## config.mk

```make
export PLATFORM = sky130hd
export DESIGN_NAME = cv32e40p_hwloop_ctrl_n
export DESIGN_NICKNAME = d
export VERILOG_FILES = /design/src/rtl/cv32e40p_hwloop_ctrl_n.sv
export SDC_FILE = /design/constraint.sdc
export NUM_CORES = 1
export LEC_CHECK = 0
export ABC_CLOCK_PERIOD_IN_PS = 5800
export BUFFER_PORTS_ARGS = -buffer_cell sky130_fd_sc_hd__buf_2
export CAP_MARGIN = 0
export CORE_MARGIN = 2
export CORE_UTILIZATION = 45
export CTS_CLUSTER_SIZE = 24
export DETAILED_ROUTE_END_ITERATION = 7
export GPL_TIMING_DRIVEN = 0
export HOLD_SLACK_MARGIN = 0.05
export PLACE_DENSITY_LB_ADDON = 0.2
export SLEW_MARGIN = 10
export SYNTH_ARGS = -nofsm -noshare
export SYNTH_HDL_FRONTEND = slang
export SYNTH_SLANG_ARGS = --single-unit
```

## constraint.sdc

```tcl
create_clock -name clk -period 5.8 [get_ports clk]
set_input_delay 0.87 -clock clk [delete_from_list [all_inputs] [get_ports clk]]
set_output_delay 0.87 -clock clk [all_outputs]
set_load 0.01 [all_outputs]
```

## src/rtl/cv32e40p_hwloop_ctrl_n.sv

```systemverilog
// Hardware-loop register file and controller for N_HWLP nested loops.
// Loop 0 is the innermost loop and has the highest priority when several
// loops share the same end address. The jump request and target are purely
// combinational from the registers and pc_id_i, so an asynchronous reset
// clears them at once, without waiting for a clock edge.
module cv32e40p_hwloop_ctrl_n #(
    parameter int unsigned N_HWLP      = 2,
    parameter int unsigned N_HWLP_BITS = (N_HWLP > 1) ? $clog2(N_HWLP) : 1,
    parameter int unsigned ADDR_WIDTH  = 32,
    parameter int unsigned CNT_WIDTH   = 32
) (
    input  logic                         clk,
    input  logic                         rst,
    input  logic [2:0]                   hwlp_we_i,
    input  logic [N_HWLP_BITS-1:0]       hwlp_regid_i,
    input  logic [ADDR_WIDTH-1:0]        hwlp_start_data_i,
    input  logic [ADDR_WIDTH-1:0]        hwlp_end_data_i,
    input  logic [CNT_WIDTH-1:0]         hwlp_cnt_data_i,
    input  logic [ADDR_WIDTH-1:0]        pc_id_i,
    input  logic                         id_valid_i,
    input  logic                         hwlp_clear_i,
    output logic                         hwlp_jump_o,
    output logic [ADDR_WIDTH-1:0]        hwlp_target_o,
    output logic [N_HWLP-1:0]            hwlp_active_o,
    output logic [N_HWLP*ADDR_WIDTH-1:0] hwlp_start_o,
    output logic [N_HWLP*ADDR_WIDTH-1:0] hwlp_end_o,
    output logic [N_HWLP*CNT_WIDTH-1:0]  hwlp_cnt_o
);

    logic [ADDR_WIDTH-1:0] start_q [N_HWLP];
    logic [ADDR_WIDTH-1:0] start_d [N_HWLP];
    logic [ADDR_WIDTH-1:0] end_q   [N_HWLP];
    logic [ADDR_WIDTH-1:0] end_d   [N_HWLP];
    logic [CNT_WIDTH-1:0]  cnt_q   [N_HWLP];
    logic [CNT_WIDTH-1:0]  cnt_d   [N_HWLP];

    logic [N_HWLP-1:0]     match;
    logic [N_HWLP-1:0]     sel_oh;
    logic                  sel_found;
    logic [CNT_WIDTH-1:0]  sel_cnt;
    logic [ADDR_WIDTH-1:0] sel_start;
    logic [ADDR_WIDTH-1:0] start_aligned;
    logic [ADDR_WIDTH-1:0] end_aligned;

    // Instruction addresses are word aligned, so the two LSBs are never stored.
    assign start_aligned = {hwlp_start_data_i[ADDR_WIDTH-1:2], 2'b00};
    assign end_aligned   = {hwlp_end_data_i[ADDR_WIDTH-1:2], 2'b00};

    // End-of-body detection and lowest-index priority selection (one-hot).
    always_comb begin
        match     = '0;
        sel_oh    = '0;
        sel_found = 1'b0;
        sel_cnt   = '0;
        sel_start = '0;
        for (int unsigned i = 0; i < N_HWLP; i++) begin
            match[i] = (cnt_q[i] != '0) && (pc_id_i == end_q[i]);
            if (match[i] && !sel_found) begin
                sel_found = 1'b1;
                sel_oh[i] = 1'b1;
                sel_cnt   = cnt_q[i];
                sel_start = start_q[i];
            end
        end
    end

    // Jump back to start unless this is the last pass (cnt == 1 falls through).
    always_comb begin
        hwlp_jump_o   = sel_found && (sel_cnt > CNT_WIDTH'(1));
        hwlp_target_o = hwlp_jump_o ? sel_start : '0;
    end

    // Next register state: decrement, then writes override, then clear overrides all.
    always_comb begin
        for (int unsigned i = 0; i < N_HWLP; i++) begin
            start_d[i] = start_q[i];
            end_d[i]   = end_q[i];
            cnt_d[i]   = cnt_q[i];
            if (id_valid_i && sel_oh[i]) begin
                cnt_d[i] = cnt_q[i] - CNT_WIDTH'(1);
            end
            // An out-of-range regid never equals any valid index, so it writes nothing.
            if (hwlp_regid_i == N_HWLP_BITS'(i)) begin
                if (hwlp_we_i[0]) start_d[i] = start_aligned;
                if (hwlp_we_i[1]) end_d[i]   = end_aligned;
                if (hwlp_we_i[2]) cnt_d[i]   = hwlp_cnt_data_i;
            end
            if (hwlp_clear_i) begin
                cnt_d[i] = '0;
            end
        end
    end

    // Loop register file with asynchronous reset.
    always_ff @(posedge clk or posedge rst) begin
        if (rst) begin
            for (int unsigned i = 0; i < N_HWLP; i++) begin
                start_q[i] <= '0;
                end_q[i]   <= '0;
                cnt_q[i]   <= '0;
            end
        end else begin
            for (int unsigned i = 0; i < N_HWLP; i++) begin
                start_q[i] <= start_d[i];
                end_q[i]   <= end_d[i];
                cnt_q[i]   <= cnt_d[i];
            end
        end
    end

    // Readback packing and per-loop active flags straight from the registers.
    always_comb begin
        hwlp_active_o = '0;
        hwlp_start_o  = '0;
        hwlp_end_o    = '0;
        hwlp_cnt_o    = '0;
        for (int unsigned i = 0; i < N_HWLP; i++) begin
            hwlp_active_o[i]                       = (cnt_q[i] != '0);
            hwlp_start_o[i*ADDR_WIDTH +: ADDR_WIDTH] = start_q[i];
            hwlp_end_o[i*ADDR_WIDTH +: ADDR_WIDTH]   = end_q[i];
            hwlp_cnt_o[i*CNT_WIDTH +: CNT_WIDTH]     = cnt_q[i];
        end
    end

endmodule
```

==> impl_results.md, run 1 <==
* Status: completed
* Die Span X at 150 microns
* Drt first pass iters at 5
* Critical path cell sequence: nor4_1 -> nand3b_1 -> or4_1 -> or4b_1 -> o211a_1 -> buf_4 -> a22oi_1 -> buf_2 -> nor2_1 -> buf_2
* Hold-fix buffers at CTS at 0
* Clock-pin slew on the worst setup and hold paths at 80 ps
* Worst Skew at 12.3 ps
* Slew Viols, Final at 0
* Largest area contributor in the netlist: dfrtp_1
* Area Overhead vs Synth at 29.2%
* Ys flop type: dfrtp_1
* Post-detail-place hpwl at 23,600 microns
* Sw frac at 32.2%
* Area of the core at 21,000 sq um
* Clk_lat worst skew at 430 ps
* Final instance area at 12,400 sq um
* DRT antenna net count at 0
* Main area contributors after synthesis: dfrtp_1 48%, mux2_2 14%, xor2_1 6.0%
* Clock buffer depth at 2
* Final critical-path share of the clock period at 85.8%
* Yosys reg bits at 184
* Yosys warns at 0
* Tmin final at 4980 ps
* Wire per inst at 19.4 microns
* Ports at 363
* Final hold vios at 0
* Synth top area share at 48.1%
* # diodes at 0
* Setup Fix Bufs, Post-CTS at 0
* Worst Setup End Kind: primary output
* Slew margin rel. at 35.3%
* Vias in the first global route at 8,160
* Placed cells at 1,512
* CP max FO at 10
* Comb pwr share at 21.4%
* Chip Height at 150 microns
* Total GRT Usage at 26.5%
* Int Pwr at 2.37 mW
* Commonest non-fill, non-tap cell in the layout: buf_2
* DR iter-0 viols at 445
* Post-synthesis instance area at 9560 sq um
* CP Launch Type: flop
* CTS tree: done
* Initial antenna violation count at 0
* Post-route setup TNS at 0 ps
* Setup CP Type: reg2out
* Final wirelength at 29,900 microns
* R2R Path End: hwlp_cnt_o[55]
* Seq/Total Area, Yosys at 48.1%
* Total die area at 22,400 sq um
* Largest net degree at the start of global routing at 40
* Nets@finish at 1,396
* Rows at 53
* I/O Buffers at 346
* First-pass GRT wire length at 45,400 microns
* Crit-path slowest cell: or4b_1
* Reg2reg setup slack at 2440 ps
* CP Data Arrival Time at 4110 ps
* R2R depth at 10
* Avg Cell Area, Syn at 10.9 sq um
* DP Area at 11,800 sq um
* CP most frequent cell: buf_2
* Clk pwr share at 33.0%
* Worst Path Required at 4930 ps
* Distinct cells, synth at 48
* Max-cap violation count at 0
* Pwr/cell area at 282 nW/um^2
* Grt total ovfl at 0
* Hold WC Path Type: in2async
* Pleak at 5.67 nW
* Htree depth at 4
* Worst-Margin Slew at 962 ps
* Layout cells sized above 1 at 41.8%
* Cells after Synth at 877
* RSZ-0062 raised after global routing: no
* Worst r2r src: hwlp_cnt_o[34]
* Max Freq at 201 MHz
* VDD IR max at 0.171 mV
* Via/cell ratio at 5.40
* Finished Layout Cells at 1,544
* NetSw at 1.12 mW
* Fill count at 1,852
* Starting Density at 45.6%
* Register area at 4600 sq um
* Core Util, Final at 59.0%
* CTS sink cnt at 184
* Post-synth EDFFs at 0
* Multi-input logic area at 4660 sq um
* Root Driver: clkbuf_16
* Via count at 8,343
* DRC at 0
* Number of buffers created by CTS at 17
* Flop pwr share at 45.6%
* Setup Viol. Count Final at 0
* Slowest stage delay, CP at 600 ps
* Routability congestion estimate at 0.898
* CTS resizes at 0
* Most frequent cells in the layout: 352 x buf_2, 184 x dfrtp_1, 120 x mux2_2
* Async SR Flop Fraction at 100%
[final cells by class]
type	count	area share, %
Clock buffer	17	3.44
Clock inverter	15	1.27
Buffer	64	2.46
Sequential cell	184	37.3
Multi-Input combinational cell	631	37.7
Tap cell	275	2.78
Inverter	7	0.243
Timing Repair Buffer	351	14.8
[synth_stat cells (all sizes together) (2+ instances only)]
cell    number
nor2       111
ha           4
nor4        17
nor2b        4
or4          7
nand2       17
nand4b       7
a21oi        8
inv          7
o21ai        8
buf         26
nand3       20
nand2b       5
xnor2       48
mux2i        4
o41ai        2
clkbuf      38
nand3b       6
or3          4
a22oi       31
nand4       39
o22ai        5
and3         7
dfrtp      184
mux2       120
xor2        65
and2         5
a311oi       4
a211oi      49
nor3        15
[power by group through the flow]
| stage | clock, mW | sequential (mW) | combinational [mW] |
|---|---|---|---|
| floorplan | 0 | 1.65 | 0.353 |
| global placement | 0 | 1.61 | 0.728 |
| detailed placement | 0 | 1.61 | 0.748 |
| CTS | 1.17 | 1.59 | 0.750 |
| global route | 1.23 | 1.61 | 0.810 |
| finish | 1.15 | 1.59 | 0.747 |
[registers in the layout (all words and copies together), names as in the netlist]
signal,cells
hwlp_cnt_o,64
hwlp_start_o,60
hwlp_end_o,60
[metrics by stage]
step,hold slack [ps],worst slack [ps],total power [mW]
global route,317,577,3.65
floorplan,571,2020,2.01
detailed placement,516,1220,2.36
global placement,510,1230,2.34
finish,327,821,3.49
CTS,311,791,3.51
[kinds of logic (layout without fill, tap and decap cells)]
logic type,after synthesis,in the layout,synth area share (%)
xor gates and xnor gates,113,113,10.3
adders and majority gates,4,4,0.523
and+or+nand+nor,269,269,14.6
AOI/OAI and AO/OA,111,111,8.36
other,1,10,0.0392
muxes,124,124,14.5
buffers and inverters,71,454,3.45
DFF,184,184,48.1
[routing by layer]
metal / GRT usage, % / vias up / share of wire, %
li1: - / 3904 / -
met1: 34.9 / 4058 / 42
met2: 44.1 / 337 / 49
met3: 5.70 / 44 / 7.6
met4: 7.64 / 0 / 2.0
met5: 0 / - / 0
[worst max-delay path: cells and delay by family, from the launching register on]
kind / cells / cell delay [ps]
buffers and inverters: 3 / 640
flip-flops: 1 / 450
AO/OA/AOI/OAI: 2 / 680
AND/OR/NAND/NOR: 5 / 1910
[worst max path at each step]
stage	cells past startpoint	slack (ps)	to	start
6_report	10	820	hwlp_target_o[14]	hwlp_cnt_o[34]
4_1_cts	10	790	hwlp_target_o[14]	hwlp_cnt_o[34]
3_3_place_gp	10	1230	hwlp_target_o[21]	pc_id_i[20]
3_5_place_dp	11	1220	hwlp_target_o[14]	pc_id_i[24]
2_1_floorplan	9	2020	hwlp_target_o[10]	hwlp_cnt_o[46]
5_1_grt	10	580	hwlp_target_o[14]	hwlp_cnt_o[34]
Note: power is estimated with default switching activity, not from simulation.
==> inputs of run 2 (changes only) <==
--- a/config.mk
+++ b/config.mk
@@ -5,16 +5,18 @@
 export SDC_FILE = /design/constraint.sdc
 export NUM_CORES = 1
 export LEC_CHECK = 0
+export ABC_AREA = 1
 export ABC_CLOCK_PERIOD_IN_PS = 5800
 export BUFFER_PORTS_ARGS = -buffer_cell sky130_fd_sc_hd__buf_2
 export CAP_MARGIN = 0
 export CORE_MARGIN = 2
-export CORE_UTILIZATION = 45
+export CORE_UTILIZATION = 47
 export CTS_CLUSTER_SIZE = 24
 export DETAILED_ROUTE_END_ITERATION = 7
 export GPL_TIMING_DRIVEN = 0
 export HOLD_SLACK_MARGIN = 0.05
 export PLACE_DENSITY_LB_ADDON = 0.2
+export REMOVE_ABC_BUFFERS = 1
 export SLEW_MARGIN = 10
 export SYNTH_ARGS = -nofsm -noshare
 export SYNTH_HDL_FRONTEND = slang
==> impl_results.md, run 2 <==
* DP Area at 13,100 sq um (was 11,800 sq um)
* CTS tree: done (unchanged)
* Total die area at 24,800 sq um (was 22,400 sq um)
* Async SR Flop Fraction at 100% (unchanged)
* Clk_lat worst skew at 440 ps (was 430 ps)
* Wire per inst at 15.5 microns (was 19.4 microns)
* Most frequent cells in the layout: 486 x nand2_1, 348 x buf_2, 220 x o21ai_0 (was 352 x buf_2, 184 x dfrtp_1, 120 x mux2_2)
* Worst-Margin Slew at 1100 ps (was 962 ps)
* Rows at 56 (was 53)
* Yosys reg bits at 184 (unchanged)
* Critical path cell sequence: buf_2 -> nor2_1 -> nand3_1 -> nor3_1 -> nand2_1 -> nor2_1 -> nand2_4 -> inv_1 -> nand2_1 -> o21ai_4 -> nand2_1 -> inv_1 -> buf_2 (was nor4_1 -> nand3b_1 -> or4_1 -> or4b_1 -> o211a_1 -> buf_4 -> a22oi_1 -> buf_2 -> nor2_1 -> buf_2)
* Clock-pin slew on the worst setup and hold paths at 70 ps (was 80 ps)
* Largest register FFs at 64 (unchanged)
* Status: completed (unchanged)
* Final instance area at 13,700 sq um (was 12,400 sq um)
* Reg2reg setup slack at 2870 ps (was 2440 ps)
* Number of buffers created by CTS at 17 (unchanged)
* Worst Path Required at 4930 ps (about the same)
* Die Span X at 157 microns (was 150 microns)
* Total GRT Usage at 27.7% (was 26.5%)
* Routability congestion estimate at 0.930 (was 0.898)
* Area Overhead vs Synth at 23.7% (was 29.2%)
* Drt first pass iters at 8 (was 5)
* Fill count at 2,316 (was 1,852)
* Hold WC Path Type: reg2reg (was in2async)
* Worst r2r src: hwlp_end_o[18] (was hwlp_cnt_o[34])
* Seq/Total Area, Yosys at 41.7% (was 48.1%)
* Pleak at 7.62 nW (was 5.67 nW)
* DRC at 0 (unchanged)
* Max-cap violation count at 0 (unchanged)
* Chip Height at 157 microns (was 150 microns)
* DR iter-0 viols at 878 (was 445)
* Worst Skew at 23.0 ps (was 12.3 ps)
* CTS resizes at 0 (unchanged)
* CP most frequent cell: nand2_1 (was buf_2)
* Worst Setup End Kind: primary output (unchanged)
* Final worst setup slack at 507 ps (was 821 ps)
* Post-synth EDFFs at 0 (unchanged)
* Slew Viols, Final at 0 (unchanged)
* Final hold vios at 0 (unchanged)
* Buffer and inverter count on the worst path at 4 (was 3)
* Synth top area share at 41.7% (was 48.1%)
* R2R Path End: hwlp_cnt_o[1] (was hwlp_cnt_o[55])
* Final critical-path share of the clock period at 91.3% (was 85.8%)
* CP Launch Type: primary input (was flop)
* Area of the core at 23,300 sq um (was 21,000 sq um)
* CP max FO at 66 (was 10)
* Post-synthesis instance area at 11,100 sq um (was 9560 sq um)
* Crit-path slowest cell: inv_1 (was or4b_1)
* Tmin final at 5290 ps (was 4980 ps)
* Nets@finish at 2,039 (was 1,396)
* Largest area contributor in the netlist: dfrtp_1 (unchanged)
* Initial antenna violation count at 3 (was 0)
* Via/cell ratio at 5.05 (was 5.40)
* Layout cells sized above 1 at 21.1% (was 41.8%)
* Hold-fix buffers at CTS at 0 (unchanged)
* RSZ-0062 raised after global routing: no (unchanged)
* Vias in the first global route at 10,200 (was 8,160)
* CTS sink cnt at 184 (unchanged)
* List of most frequent post-synthesis cells: 492 x nand2_1, 220 x o21ai_0, 192 x inv_1, 184 x dfrtp_1, 155 x nor2_1 (was 184 x dfrtp_1, 120 x mux2_2, 111 x nor2_1, 65 x xor2_1, 49 x a211oi_1)
* Slowest stage delay, CP at 1050 ps (was 600 ps)
* Slew margin rel. at 26.5% (was 35.3%)
* Ys flop type: dfrtp_1 (unchanged)
* Max Freq at 189 MHz (was 201 MHz)
* Pwr/cell area at 259 nW/um^2 (was 282 nW/um^2)
* Avg Cell Area, Syn at 6.92 sq um (was 10.9 sq um)
* Largest net degree at the start of global routing at 108 (was 40)
* Root Driver: clkbuf_16 (unchanged)
* Post-detail-place hpwl at 25,600 microns (was 23,600 microns)
* First-pass GRT wire length at 53,600 microns (was 45,400 microns)
* Setup Viol. Count Final at 0 (unchanged)
* Setup CP Type: in2out (was reg2out)
* Final wirelength at 34,700 microns (was 29,900 microns)
* Most frequent cell after synthesis: nand2_1 (was dfrtp_1)
* Hold endpoint: hwlp_start_o[49]
* Commonest non-fill, non-tap cell in the layout: nand2_1 (was buf_2)
* Grt total ovfl at 0 (unchanged)
* I/O Buffers at 348 (was 346)
* Cells after Synth at 1,598 (was 877)
* VDD IR max at 0.171 mV (about the same)
* Main area contributors after synthesis: dfrtp_1 42%, nand2_1 17%, o21ai_0 10% (was dfrtp_1 48%, mux2_2 14%, xor2_1 6.0%)
* Core Util, Final at 58.8% (was 59.0%)
* Hold Crit Depth at 2
* Clock buffer depth at 2 (unchanged)
* Distinct cells, synth at 26 (was 48)
* Post-route setup TNS at 0 ps (unchanged)
* Min-delay src: hwlp_start_o[49]
* Starting Density at 47.5% (was 45.6%)
* Cell family with most CP delay: simple AND/OR/NAND/NOR gates (unchanged)
* Pre-CTS setup slack at 497 ps (was 1220 ps)
* R2R depth at 15 (was 10)
* CP Data Arrival Time at 4420 ps (was 4110 ps)
* Setup Fix Bufs, Post-CTS at 0 (unchanged)
* DRT antenna net count at 0 (unchanged)
* Htree depth at 4 (unchanged)
* Placed cells at 2,199 (was 1,512)
* Ports at 363 (unchanged)
* Yosys warns at 0 (unchanged)
* Via count at 11,300 (was 8,343)
* Finished Layout Cells at 2,235 (was 1,544)
## run 2: layer usage
layer | share of wire [%] | track usage (%) | vias to the layer above
li1 | - | - | 5596
met1 | 42 | 35.9 | 5202
met2 | 49 | 46.8 | 432
met3 | 6.5 | 5.20 | 60
met4 | 2.2 | 8.92 | 2
met5 | 0.046 | 0 | -
## run 2: how the worst max path moves through the flow
stage / from / to / slack [ps] / cells past startpoint
6_report: pc_id_i[1] / hwlp_target_o[31] / 510 / 13
5_1_grt: pc_id_i[1] / hwlp_target_o[4] / 190 / 13
4_1_cts: pc_id_i[1] / hwlp_target_o[31] / 470 / 13
3_5_place_dp: pc_id_i[1] / hwlp_target_o[31] / 500 / 13
3_3_place_gp: rst / hwlp_cnt_o[27] / -2300 / 2
2_1_floorplan: rst / hwlp_cnt_o[0] / -70 / 1
## run 2: where the power goes
group / internal [mW] / leakage (nW) / switching, mW
registers: 1.42 / 2.33 / 0.141
logic: 0.310 / 5.00 / 0.494
clock network: 0.591 / 0.289 / 0.586
total: 2.32 / 7.62 / 1.22
## run 2: cell families (layout without fill, tap and decap cells)
logic type,Yosys count,after routing,share of synthesized area [%]
fa+ha+maj,4,4,0.453
other cells,1,14,0.0339
buf+inv,277,582,10.2
flops,184,184,41.7
simple gates,758,758,27.8
xor+xnor,85,85,6.73
compound gates,289,289,13.1
## run 2: worst min-delay path, stage by stage (launching register included)
cell and delay (ps):
dfrtp_1 360, nand2_1 50, o21ai_0 60
## run 2: area by class of cell
class / instances / area, sq um / share of cell area [%]
timing repair buffer: 357 / 1950 / 14.3
tap: 319 / 399 / 2.92
clock buffer: 18 / 439 / 3.21
clock inverter: 14 / 156 / 1.14
sequential: 184 / 4600 / 33.7
antenna: 4 / 10.0 / 0.0732
inverter: 193 / 732 / 5.35
multi-input combinational: 1146 / 5380 / 39.3
## run 2: metrics by stage
step / power, mW / hold slack, ps
2_1_floorplan: 2.03 / 536
3_3_place_gp: 2.35 / 487
3_5_place_dp: 2.38 / 495
4_1_cts: 3.56 / 515
5_1_grt: 3.74 / 532
6_report: 3.54 / 508
==> inputs of run 3 (changes only) <==
--- a/config.mk
+++ b/config.mk
@@ -16,6 +16,7 @@
 export GPL_TIMING_DRIVEN = 0
 export HOLD_SLACK_MARGIN = 0.05
 export PLACE_DENSITY_LB_ADDON = 0.2
+export RECOVER_POWER = 50
 export REMOVE_ABC_BUFFERS = 1
 export SLEW_MARGIN = 10
 export SYNTH_ARGS = -nofsm -noshare
==> impl_results.md, run 3 (synthesis gave the netlist of run 2 again) <==
* Worst Path Required at 4930 ps (about the same)
* Slew margin rel. at -176% (was 26.5%)
* DR iter-0 viols at 872 (was 878)
* Slew Viols, Final at 207 (was 0)
* Pwr/cell area at 260 nW/um^2 (was 259 nW/um^2)
* Setup CP Type: in2out (unchanged)
* Clk pwr share at 33.3% (about the same)
* Rows at 56 (unchanged)
* Root Driver: clkbuf_16 (unchanged)
* Clock buffer depth at 2 (unchanged)
* Hold-fix buffers at CTS at 0 (unchanged)
* Buffer and inverter count on the worst path at 4 (unchanged)
* Worst Setup End Kind: primary output (unchanged)
* CP most frequent cell: nand2_1 (unchanged)
* Area Overhead vs Synth at 22.8% (was 23.7%)
* Largest register FFs at 64 (unchanged)
* Setup Viol. Count Final at 0 (unchanged)
* Top routing layer used: met5 (unchanged)
* Largest net degree at the start of global routing at 108 (unchanged)
* I/O Buffers at 348 (unchanged)
* Slowest stage delay, CP at 1040 ps (was 1050 ps)
* Worst hold slack at 510 ps (was 508 ps)
* Flop pwr share at 44.1% (was 44.0%)
* Vias in the first global route at 10,200 (unchanged)
* Crit-path slowest cell: inv_1 (unchanged)
* Grt total ovfl at 0 (unchanged)
* Die Span X at 157 microns (unchanged)
* Status: complete, but fails checks (was completed)
* Initial antenna violation count at 3 (unchanged)
* CTS sink cnt at 184 (unchanged)
* Total GRT Usage at 27.7% (unchanged)
* Layout cells sized above 1 at 20.6% (was 21.1%)
* Pleak at 7.58 nW (was 7.62 nW)
* Clk_lat worst skew at 440 ps (about the same)
* Starting Density at 47.5% (unchanged)
* CP Launch Type: primary input (unchanged)
* Int Pwr at 2.31 mW (was 2.32 mW)
* Fill count at 2,336 (was 2,316)
* Tmin final at 5300 ps (was 5290 ps)
* Via/cell ratio at 5.05 (about the same)
* Comb pwr share at 22.6% (was 22.7%)
* Final wirelength at 34,600 microns (was 34,700 microns)
* Final critical-path share of the clock period at 91.4% (was 91.3%)
* Max-cap violation count at 3 (was 0)
* Sw frac at 34.5% (about the same)
* Final hold vios at 0 (unchanged)
* Critical path cell sequence: buf_2 -> nor2_1 -> nand3_1 -> nor3_1 -> nand2_1 -> nor2_1 -> nand2_4 -> inv_1 -> nand2_1 -> o21ai_4 -> nand2_1 -> inv_1 -> buf_2 (unchanged)
* Max Freq at 189 MHz (about the same)
* Metal-1 WL at 14,400 microns (was 14,500 microns)
* Cell family with most CP delay: simple AND/OR/NAND/NOR gates (unchanged)
* CTS resizes at 0 (unchanged)
* Most frequent cells in the layout: 490 x nand2_1, 347 x buf_2, 220 x o21ai_0 (was 486 x nand2_1, 348 x buf_2, 220 x o21ai_0)
* CP Data Arrival Time at 4430 ps (was 4420 ps)
* Met2 wire len at 17,100 microns (about the same)
* Failing checks: max-capacitance violations, max-slew violations
* Area of the core at 23,300 sq um (unchanged)
* Met3 Wirelength at 2230 microns (was 2240 microns)
* Worst-Margin Slew at 4140 ps (was 1100 ps)
* Post-detail-place hpwl at 25,600 microns (unchanged)
* Nets@finish at 2,039 (unchanged)
* Clock-pin slew on the worst setup and hold paths at 70 ps (about the same)
* NetSw at 1.22 mW (about the same)
* Routability congestion estimate at 0.930 (unchanged)
* Setup Fix Bufs, Post-CTS at 0 (unchanged)
* CP max FO at 66 (unchanged)
* Drt first pass iters at 6 (was 8)
* DRT antenna net count at 0 (unchanged)
* Htree depth at 4 (unchanged)
* Total die area at 24,800 sq um (unchanged)
* Hold WC Path Type: reg2reg (unchanged)
* Wire per inst at 15.5 microns (about the same)
* Number of buffers created by CTS at 17 (unchanged)
* Ports at 363 (unchanged)
* RSZ-0062 raised after global routing: no (unchanged)
* VDD IR max at 0.170 mV (was 0.171 mV)
* DRC at 0 (unchanged)
* Final instance area at 13,600 sq um (was 13,700 sq um)
* CTS tree: done (unchanged)
* DP Area at 13,100 sq um (unchanged)
* First-pass GRT wire length at 53,600 microns (unchanged)
* Worst Skew at 21.7 ps (was 23.0 ps)
* Via count at 11,300 (about the same)
* Chip Height at 157 microns (unchanged)
* Commonest non-fill, non-tap cell in the layout: nand2_1 (unchanged)
run 3: cell count changes in the layout (fill, tap and decap cells not counted), sizes merged:
cell | before | now
clkbuf | 18 | 23
buf | 357 | 352
run 3: power groups by stage:
stage / logic, mW / registers [mW] / clock network (mW)
2_1_floorplan: 0.408 / 1.62 / 0
3_3_place_gp: 0.777 / 1.57 / 0
3_5_place_dp: 0.802 / 1.58 / 0
4_1_cts: 0.807 / 1.55 / 1.19
5_1_grt: 0.900 / 1.58 / 1.25
6_report: 0.796 / 1.56 / 1.18
run 3: metal layers:
| layer | GRT usage [%] | up-vias |
|---|---|---|
| li1 | - | 5591 |
| met1 | 35.9 | 5223 |
| met2 | 46.8 | 418 |
| met3 | 5.20 | 54 |
| met4 | 8.92 | 2 |
| met5 | 0 | - |
run 3: layout make-up:
type,instances,area (sq um),share of cell area (%)
inverters,193,724,5.34
clock buffers,18,439,3.24
well taps,319,399,2.94
flip-flops and latches,184,4600,33.9
diodes,4,10.0,0.0737
multi-input cells,1146,5370,39.6
repair buffers,357,1870,13.8
clock inverters,14,156,1.15
run 3: tightest hold or removal path, stage by stage, from the launching register on:
cell,delay [ps]
dfrtp_1,360
nand2_1,50
o21ai_0,60
run 3: final timing paths:
kind | startpoint | endpoint | slack [ps] | cells past startpoint
setup / recovery | pc_id_i[1] | hwlp_target_o[31] | 500 | 13
hold / removal | hwlp_start_o[49] | hwlp_start_o[49] | 510 | 2
setup reg to reg | hwlp_end_o[18] | hwlp_cnt_o[1] | 2880 | 15
hold reg to reg | hwlp_start_o[49] | hwlp_start_o[49] | 510 | 2
max in group asynchronous | rst | hwlp_cnt_o[16] | 1470 | 2
min in group asynchronous | rst | hwlp_start_o[20] | 1980 | 2
run 3: per-stage QoR:
step	setup slack [ps]	util, %	total power, mW	TNS (ps)	std cells
floorplan	-70.4	-	2.03	-12950	1523
global placement	-2300	55.1	2.35	-422940	2190
detailed placement	497	56.2	2.38	0	2199
CTS	473	58.7	3.56	0	2231
global route	186	58.3	3.73	0	2232
finish	501	58.3	3.53	0	2235
